File: src/rtl/div_seq_if.sv
// div_seq_if: request/result bundle between the control unit and div_seq.
// master = control unit, slave = divider.
interface div_seq_if #(
  parameter int WIDTH = 32
);
  logic             DivCtrl;
  logic             DivSigned;
  logic [WIDTH-1:0] RegAOut;
  logic [WIDTH-1:0] RegBOut;
  logic             DivBusy;
  logic             DivDone;
  logic             Div0;
  logic [WIDTH-1:0] DivHIOut;
  logic [WIDTH-1:0] DivLOOut;

  modport master (
    output DivCtrl, DivSigned, RegAOut, RegBOut,
    input  DivBusy, DivDone, Div0, DivHIOut, DivLOOut
  );

  modport slave (
    input  DivCtrl, DivSigned, RegAOut, RegBOut,
    output DivBusy, DivDone, Div0, DivHIOut, DivLOOut
  );
endinterface

File: src/rtl/div_seq.sv
// div_seq: radix-2 restoring signed/unsigned divider, LO=quotient HI=remainder.
// Optional macro DIV_EARLY_OUT_EN: skip iterations when |dividend| < |divisor|.
module div_seq #(
  parameter int WIDTH = 32
) (
  input  logic       clock,
  input  logic       reset,
  div_seq_if.slave   bus
);

  localparam int CW = $clog2(WIDTH + 1);

  typedef enum logic [1:0] {
    IDLE,
    RUN,
    FIX,
    DONE
  } state_t;

  state_t           state_q, state_d;
  logic             armed_q, armed_d;
  logic             sign_a_q, sign_a_d;
  logic             sign_b_q, sign_b_d;
  logic [WIDTH-1:0] a_q, a_d;
  logic [WIDTH-1:0] b_q, b_d;
  logic [WIDTH-1:0] r_q, r_d;
  logic [CW-1:0]    cnt_q, cnt_d;
  logic             busy_q, busy_d;
  logic             done_q, done_d;
  logic             div0_q, div0_d;
  logic [WIDTH-1:0] hi_q, hi_d;
  logic [WIDTH-1:0] lo_q, lo_d;

  logic             sa, sb;
  logic [WIDTH-1:0] mag_a, mag_b;
  logic [WIDTH:0]   sh;
  logic             ge;

  // Operand magnitudes at the start edge
  always_comb begin
    sa    = bus.DivSigned & bus.RegAOut[WIDTH-1];
    sb    = bus.DivSigned & bus.RegBOut[WIDTH-1];
    mag_a = sa ? -bus.RegAOut : bus.RegAOut;
    mag_b = sb ? -bus.RegBOut : bus.RegBOut;
  end

  // One restoring step: shift in next dividend bit, try to subtract
  always_comb begin
    sh = {r_q, a_q[WIDTH-1]};
    ge = sh >= {1'b0, b_q};
  end

  // Next-state and datapath control
  always_comb begin
    state_d  = state_q;
    armed_d  = armed_q;
    sign_a_d = sign_a_q;
    sign_b_d = sign_b_q;
    a_d      = a_q;
    b_d      = b_q;
    r_d      = r_q;
    cnt_d    = cnt_q;
    busy_d   = busy_q;
    done_d   = done_q;
    div0_d   = div0_q;
    hi_d     = hi_q;
    lo_d     = lo_q;
    unique case (state_q)
      IDLE: begin
        if (!bus.DivCtrl) begin
          armed_d = 1'b1;
        end else if (armed_q) begin
          armed_d  = 1'b0;
          sign_a_d = sa;
          sign_b_d = sb;
          a_d      = mag_a;
          b_d      = mag_b;
          r_d      = '0;
          cnt_d    = CW'(WIDTH);
          busy_d   = 1'b1;
          div0_d   = 1'b0;
          hi_d     = '0;
          lo_d     = '0;
          if (mag_b == '0) begin
            state_d = DONE;
            done_d  = 1'b1;
            div0_d  = 1'b1;
            lo_d    = '1;
            hi_d    = bus.RegAOut;
          end
`ifdef DIV_EARLY_OUT_EN
          else if (mag_a < mag_b) begin
            state_d = FIX;
            a_d     = '0;
            r_d     = mag_a;
          end
`endif
          else begin
            state_d = RUN;
          end
        end
      end
      RUN: begin
        r_d   = ge ? sh[WIDTH-1:0] - b_q : sh[WIDTH-1:0];
        a_d   = {a_q[WIDTH-2:0], ge};
        cnt_d = cnt_q - CW'(1);
        if (cnt_q == CW'(1)) begin
          state_d = FIX;
        end
      end
      FIX: begin
        lo_d    = (sign_a_q ^ sign_b_q) ? -a_q : a_q;
        hi_d    = sign_a_q ? -r_q : r_q;
        done_d  = 1'b1;
        state_d = DONE;
      end
      DONE: begin
        done_d  = 1'b0;
        busy_d  = 1'b0;
        state_d = IDLE;
      end
      default: state_d = IDLE;
    endcase
  end

  // State and registered outputs
  always_ff @(posedge clock or posedge reset) begin
    if (reset) begin
      state_q  <= IDLE;
      armed_q  <= 1'b1;
      sign_a_q <= 1'b0;
      sign_b_q <= 1'b0;
      a_q      <= '0;
      b_q      <= '0;
      r_q      <= '0;
      cnt_q    <= '0;
      busy_q   <= 1'b0;
      done_q   <= 1'b0;
      div0_q   <= 1'b0;
      hi_q     <= '0;
      lo_q     <= '0;
    end else begin
      state_q  <= state_d;
      armed_q  <= armed_d;
      sign_a_q <= sign_a_d;
      sign_b_q <= sign_b_d;
      a_q      <= a_d;
      b_q      <= b_d;
      r_q      <= r_d;
      cnt_q    <= cnt_d;
      busy_q   <= busy_d;
      done_q   <= done_d;
      div0_q   <= div0_d;
      hi_q     <= hi_d;
      lo_q     <= lo_d;
    end
  end

  assign bus.DivBusy  = busy_q;
  assign bus.DivDone  = done_q;
  assign bus.Div0     = div0_q;
  assign bus.DivHIOut = hi_q;
  assign bus.DivLOOut = lo_q;

endmodule

File: src/flat_wrapper.sv
// flat-port wrapper written by rule: the top's interface ports become plain ports
module div_seq_flat 
#(
  parameter int WIDTH = 32
)
  (clock, reset, bus_DivCtrl, bus_DivSigned, bus_RegAOut, bus_RegBOut, bus_DivBusy, bus_DivDone, bus_Div0, bus_DivHIOut, bus_DivLOOut);
  div_seq_if #(.WIDTH(WIDTH)) bus_i ();
  input  logic clock;
  input  logic reset;
  input wire logic [$bits(bus_i.DivCtrl)-1:0] bus_DivCtrl;
  input wire logic [$bits(bus_i.DivSigned)-1:0] bus_DivSigned;
  input wire logic [$bits(bus_i.RegAOut)-1:0] bus_RegAOut;
  input wire logic [$bits(bus_i.RegBOut)-1:0] bus_RegBOut;
  output wire logic [$bits(bus_i.DivBusy)-1:0] bus_DivBusy;
  output wire logic [$bits(bus_i.DivDone)-1:0] bus_DivDone;
  output wire logic [$bits(bus_i.Div0)-1:0] bus_Div0;
  output wire logic [$bits(bus_i.DivHIOut)-1:0] bus_DivHIOut;
  output wire logic [$bits(bus_i.DivLOOut)-1:0] bus_DivLOOut;
  assign bus_i.DivCtrl = bus_DivCtrl;
  assign bus_i.DivSigned = bus_DivSigned;
  assign bus_i.RegAOut = bus_RegAOut;
  assign bus_i.RegBOut = bus_RegBOut;
  assign bus_DivBusy = bus_i.DivBusy;
  assign bus_DivDone = bus_i.DivDone;
  assign bus_Div0 = bus_i.Div0;
  assign bus_DivHIOut = bus_i.DivHIOut;
  assign bus_DivLOOut = bus_i.DivLOOut;
  div_seq #(.WIDTH(WIDTH)) u_core (.clock(clock), .reset(reset), .bus(bus_i));
endmodule
File: config.mk
export PLATFORM = sky130hd
export DESIGN_NAME = div_seq_flat
export DESIGN_NICKNAME = d
export VERILOG_FILES = /design/src/rtl/div_seq_if.sv /design/src/rtl/div_seq.sv /design/src/flat_wrapper.sv
export SDC_FILE = /design/constraint.sdc
export NUM_CORES = 1
export LEC_CHECK = 0
export ABC_AREA = 0
export ABC_CLOCK_PERIOD_IN_PS = 10400
export CAP_MARGIN = 5
export CELL_PAD_IN_SITES_DETAIL_PLACEMENT = 1
export CELL_PAD_IN_SITES_GLOBAL_PLACEMENT = 1
export CORE_ASPECT_RATIO = 0.5
export CORE_MARGIN = 10
export CORE_UTILIZATION = 40
export DETAILED_ROUTE_END_ITERATION = 16
export PLACE_DENSITY_LB_ADDON = 0.2
export SYNTH_ARGS = -nofsm -noshare
export SYNTH_HDL_FRONTEND = slang
export SYNTH_SLANG_ARGS = --single-unit
File: constraint.sdc
create_clock -name clock -period 10.4 [get_ports clock]
set_input_delay 2.6 -clock clock [delete_from_list [all_inputs] [get_ports clock]]
set_output_delay 2.6 -clock clock [all_outputs]
set_load 0.02 [all_outputs]
==> results.yml <==
sta:
  max_slew_margin_pct: 19.97
  setup_ws_ns: 4.343
  fmax_mhz: 165.1
  post-route-period-util_pct: 58.24
  slew_viol_final: 0
  finClkSkew_ns: 0.01271
  min_period_ns: 6.057
  setup_viol: 0
  hold_viol_final: 0
  setup_tns_ns: 0
  worst_pin_slew_ns: 1.192
  rsz0062_at_grt: "false"
drt:
  firstDrtPassIters: 5
  detail_route.wl_per_cell_um: 21.66
  vias: 11640
  ant_nets: 0
  via_per_inst: 5.821
  routed_wl_mm: 43.32
  drt_iter0_markers: 812
  drc_errors: 0
outcome:
  status: "finished, final reports clean"
worst_setup_path:
  r2r_setup_slack_ns: 6.78
  r2r-start: "u_core.r_q[5]$_DFFE_PP0P_"
  end_kind: "flip-flop"
  r2r_cells: 8
  path_class: "in -> reg"
  critPathArrivalTime_ns: 6.42
  crit_path_max_fanout: 27
  worstPathRequired_ns: 10.77
  start_kind: "primary input"
  reg2reg_to: "u_core.a_q[0]$_DFFE_PP0P_"
cts:
  cts_resized: 0
  hold_buffers: 0
  cts_tree: "yes"
  cts_setup_buffers: 0
  cts_buffer_depth: 2
  cts_root_buffer: "clkbuf_16"
  numCtsBuffers: 17
  cts-htree-levels: 4
  path_clk_slew_ns: 0.07
  clock_latency_ns: 0.46
  clkSinkCount: 174
floorplan:
  chipHeight_um: 145.9
  chipWidth_um: 271.9
  die-area_um2: 39670
  floorplan.initialDensity_pct: 41.19
  core_um2: 30800
  io_pins: 135
  row_count: 45
synth:
  async_flop_share_pct: 100.0
  syn_inst: 1491
  synth.top_cell.area_share_pct: 34.13
  syn_nets: 1603
  yosysTopAreaCell: "dfrtp_1"
  yosys_warnings: 0
  ys_top_cells_by_count: "dfrtp_1, o21ai_0, nand2_1"
  yosysSeqAreaShare_pct: 34.33
  synth_seq_cells: 174
  synth-main-ff-cell: "dfrtp_1"
  synth_enable_flop_cells: 0
  ys_types: 85
  synth_area_per_cell_um2: 8.508
  synth_area_um2: 12690
  yosys-top-cells-area: "dfrtp_1, o21ai_0, xnor2_1"
placement:
  post-place-ws_ns: 3.891
  gp_congestion: 0.8826
  portBuffers: 134
  hpwl_mm: 32.80
power:
  peakVddDrop_uv: 164.6
  cellPowerDensity_nw_per_um2: 339.0
  cellLeakagePower_nw: 6.001
global_route:
  globalRouteOverflowTotal: 0
  grt_use_total_pct: 21.59
  grt_pass1_wl_mm: 69.86
  grt.met2_usage_pct: 35.03
  grt_pass1_vias: 12140
  grt_max_degree: 94
  grt_use_met1_pct: 28.79
  met3_usage_pct: 4.423
  top_usage_layer: "met2"
  antenna_found_initial: 1
min_path:
  worstHoldPathType: "reg -> reg"
  hold_end: "u_core.b_q[19]$_DFFE_PP0P_"
  hold_depth: 2
  min_from: "u_core.b_q[19]$_DFFE_PP0P_"
finish:
  layout-drive-gt1-share_pct: 6.409
  final_nets: 1675
  areaGrowthSynthToFinish_pct: 17.21
run:
  drv_cap: 0
power by group:
part / switching, mW / internal, mW / leakage [nW]
combinational: 1.86 / 1.23 / 3.52
sequential: 0.322 / 0.970 / 2.20
clock: 0.291 / 0.368 / 0.279
total: 2.47 / 2.57 / 6.00
logic make-up (layout without fill, tap and decap cells):
kind of cell | Yosys count | in the layout | share of synthesized area, %
AND/OR/NAND/NOR | 420 | 420 | 16.98
flip-flops | 174 | 174 | 34.33
buffers and inverters | 167 | 252 | 5.721
adder cells (fa/ha/maj) | 44 | 44 | 4.399
XOR/XNOR | 152 | 152 | 10.49
multiplexers | 28 | 28 | 2.219
AO/OA/AOI/OAI | 506 | 506 | 25.85
other | 0 | 1 | 0
metal layers:
layer / part of all wire, % / wire length (um)
met1: 46 / 20080
met2: 47 / 20540
met3: 4.4 / 1918
met4: 1.8 / 784
met5: 0 / 0
area by class of cell:
cell class / instances / area (um2)
Timing Repair Buffer: 151 / 1469
Sequential cell: 174 / 4355
Clock inverter: 12 / 135.1
Antenna cell: 1 / 2.502
Fill cell: 3588 / 15930
Multi-Input combinational cell: 1150 / 7657
Inverter: 69 / 264.0
Tap cell: 423 / 529.3
Clock buffer: 20 / 456.7
stage by stage:
| step | hold WS, ns | instance area (um2) | util, % | std cells | power [mW] |
|---|---|---|---|---|---|
| 2_1_floorplan | 0.4498 | 12690 | - | 1491 | 3.405 |
| 3_3_place_gp | 0.4622 | 14270 | 46.33 | 1967 | 4.243 |
| 3_5_place_dp | 0.4711 | 14270 | 46.33 | 1967 | 4.371 |
| 4_1_cts | 0.4868 | 14860 | 48.25 | 1999 | 5.056 |
| 5_1_grt | 0.4995 | 14870 | 48.28 | 2000 | 5.465 |
| 6_report | 0.4789 | 14870 | 48.28 | 2000 | 5.040 |
worst max path at each step:
stage                  startpoint  slack, ns  cells after the start                             endpoint
global placement    bus_DivSigned       4.00                     11  u_core.bus.DivLOOut[30]$_DFFE_PP0P_
floorplan                   reset       3.08                      1            u_core.a_q[0]$_DFFE_PP0P_
CTS                 bus_DivSigned       4.37                     11  u_core.bus.DivLOOut[30]$_DFFE_PP0P_
global route        bus_DivSigned       4.04                     11  u_core.bus.DivLOOut[30]$_DFFE_PP0P_
detailed placement  bus_DivSigned       3.89                     11  u_core.bus.DivLOOut[30]$_DFFE_PP0P_
finish              bus_DivSigned       4.34                     11  u_core.bus.DivLOOut[30]$_DFFE_PP0P_
sequential cells by signal, indices dropped and copies added, names as in the netlist:
name / flops
u_core.bus.DivBusy: 1
u_core.bus.Div0: 1
u_core.armed_q: 1
u_core.sign_a_q: 1
u_core.state_q: 2
u_core.r_q: 32
u_core.sign_b_q: 1
u_core.bus.DivHIOut: 32
u_core.bus.DivDone: 1
u_core.b_q: 32
u_core.cnt_q: 6
u_core.a_q: 32
u_core.bus.DivLOOut: 32
worst max-delay path: stages:
cell and delay, ns:
clkdlybuf4s50_1 0.87, nand2_1 0.74, nor2_1 0.37, and3_1 0.20, o2111ai_1 0.17, a2111oi_2 0.38
nand4_1 0.13, buf_4 0.22, and2_1 0.18, buf_4 0.26, o31ai_2 0.25
layout by cell type, fill, tap and decap left out, drive strengths merged, types with 16 or more instances in the layout:
cell,n
a21o,22
a21oi,92
a22oi,17
a31o,27
a31oi,16
buf,17
clkbuf,20
clkdlybuf4s50,134
dfrtp,173
ha,43
inv,71
mux2i,27
nand2,159
nand3,20
nand4,19
nor2,78
nor3,29
o21ai,195
o22ai,24
o31ai,30
or3,16
xnor2,82
xor2,70
Power figures use the tool's default switching activity.
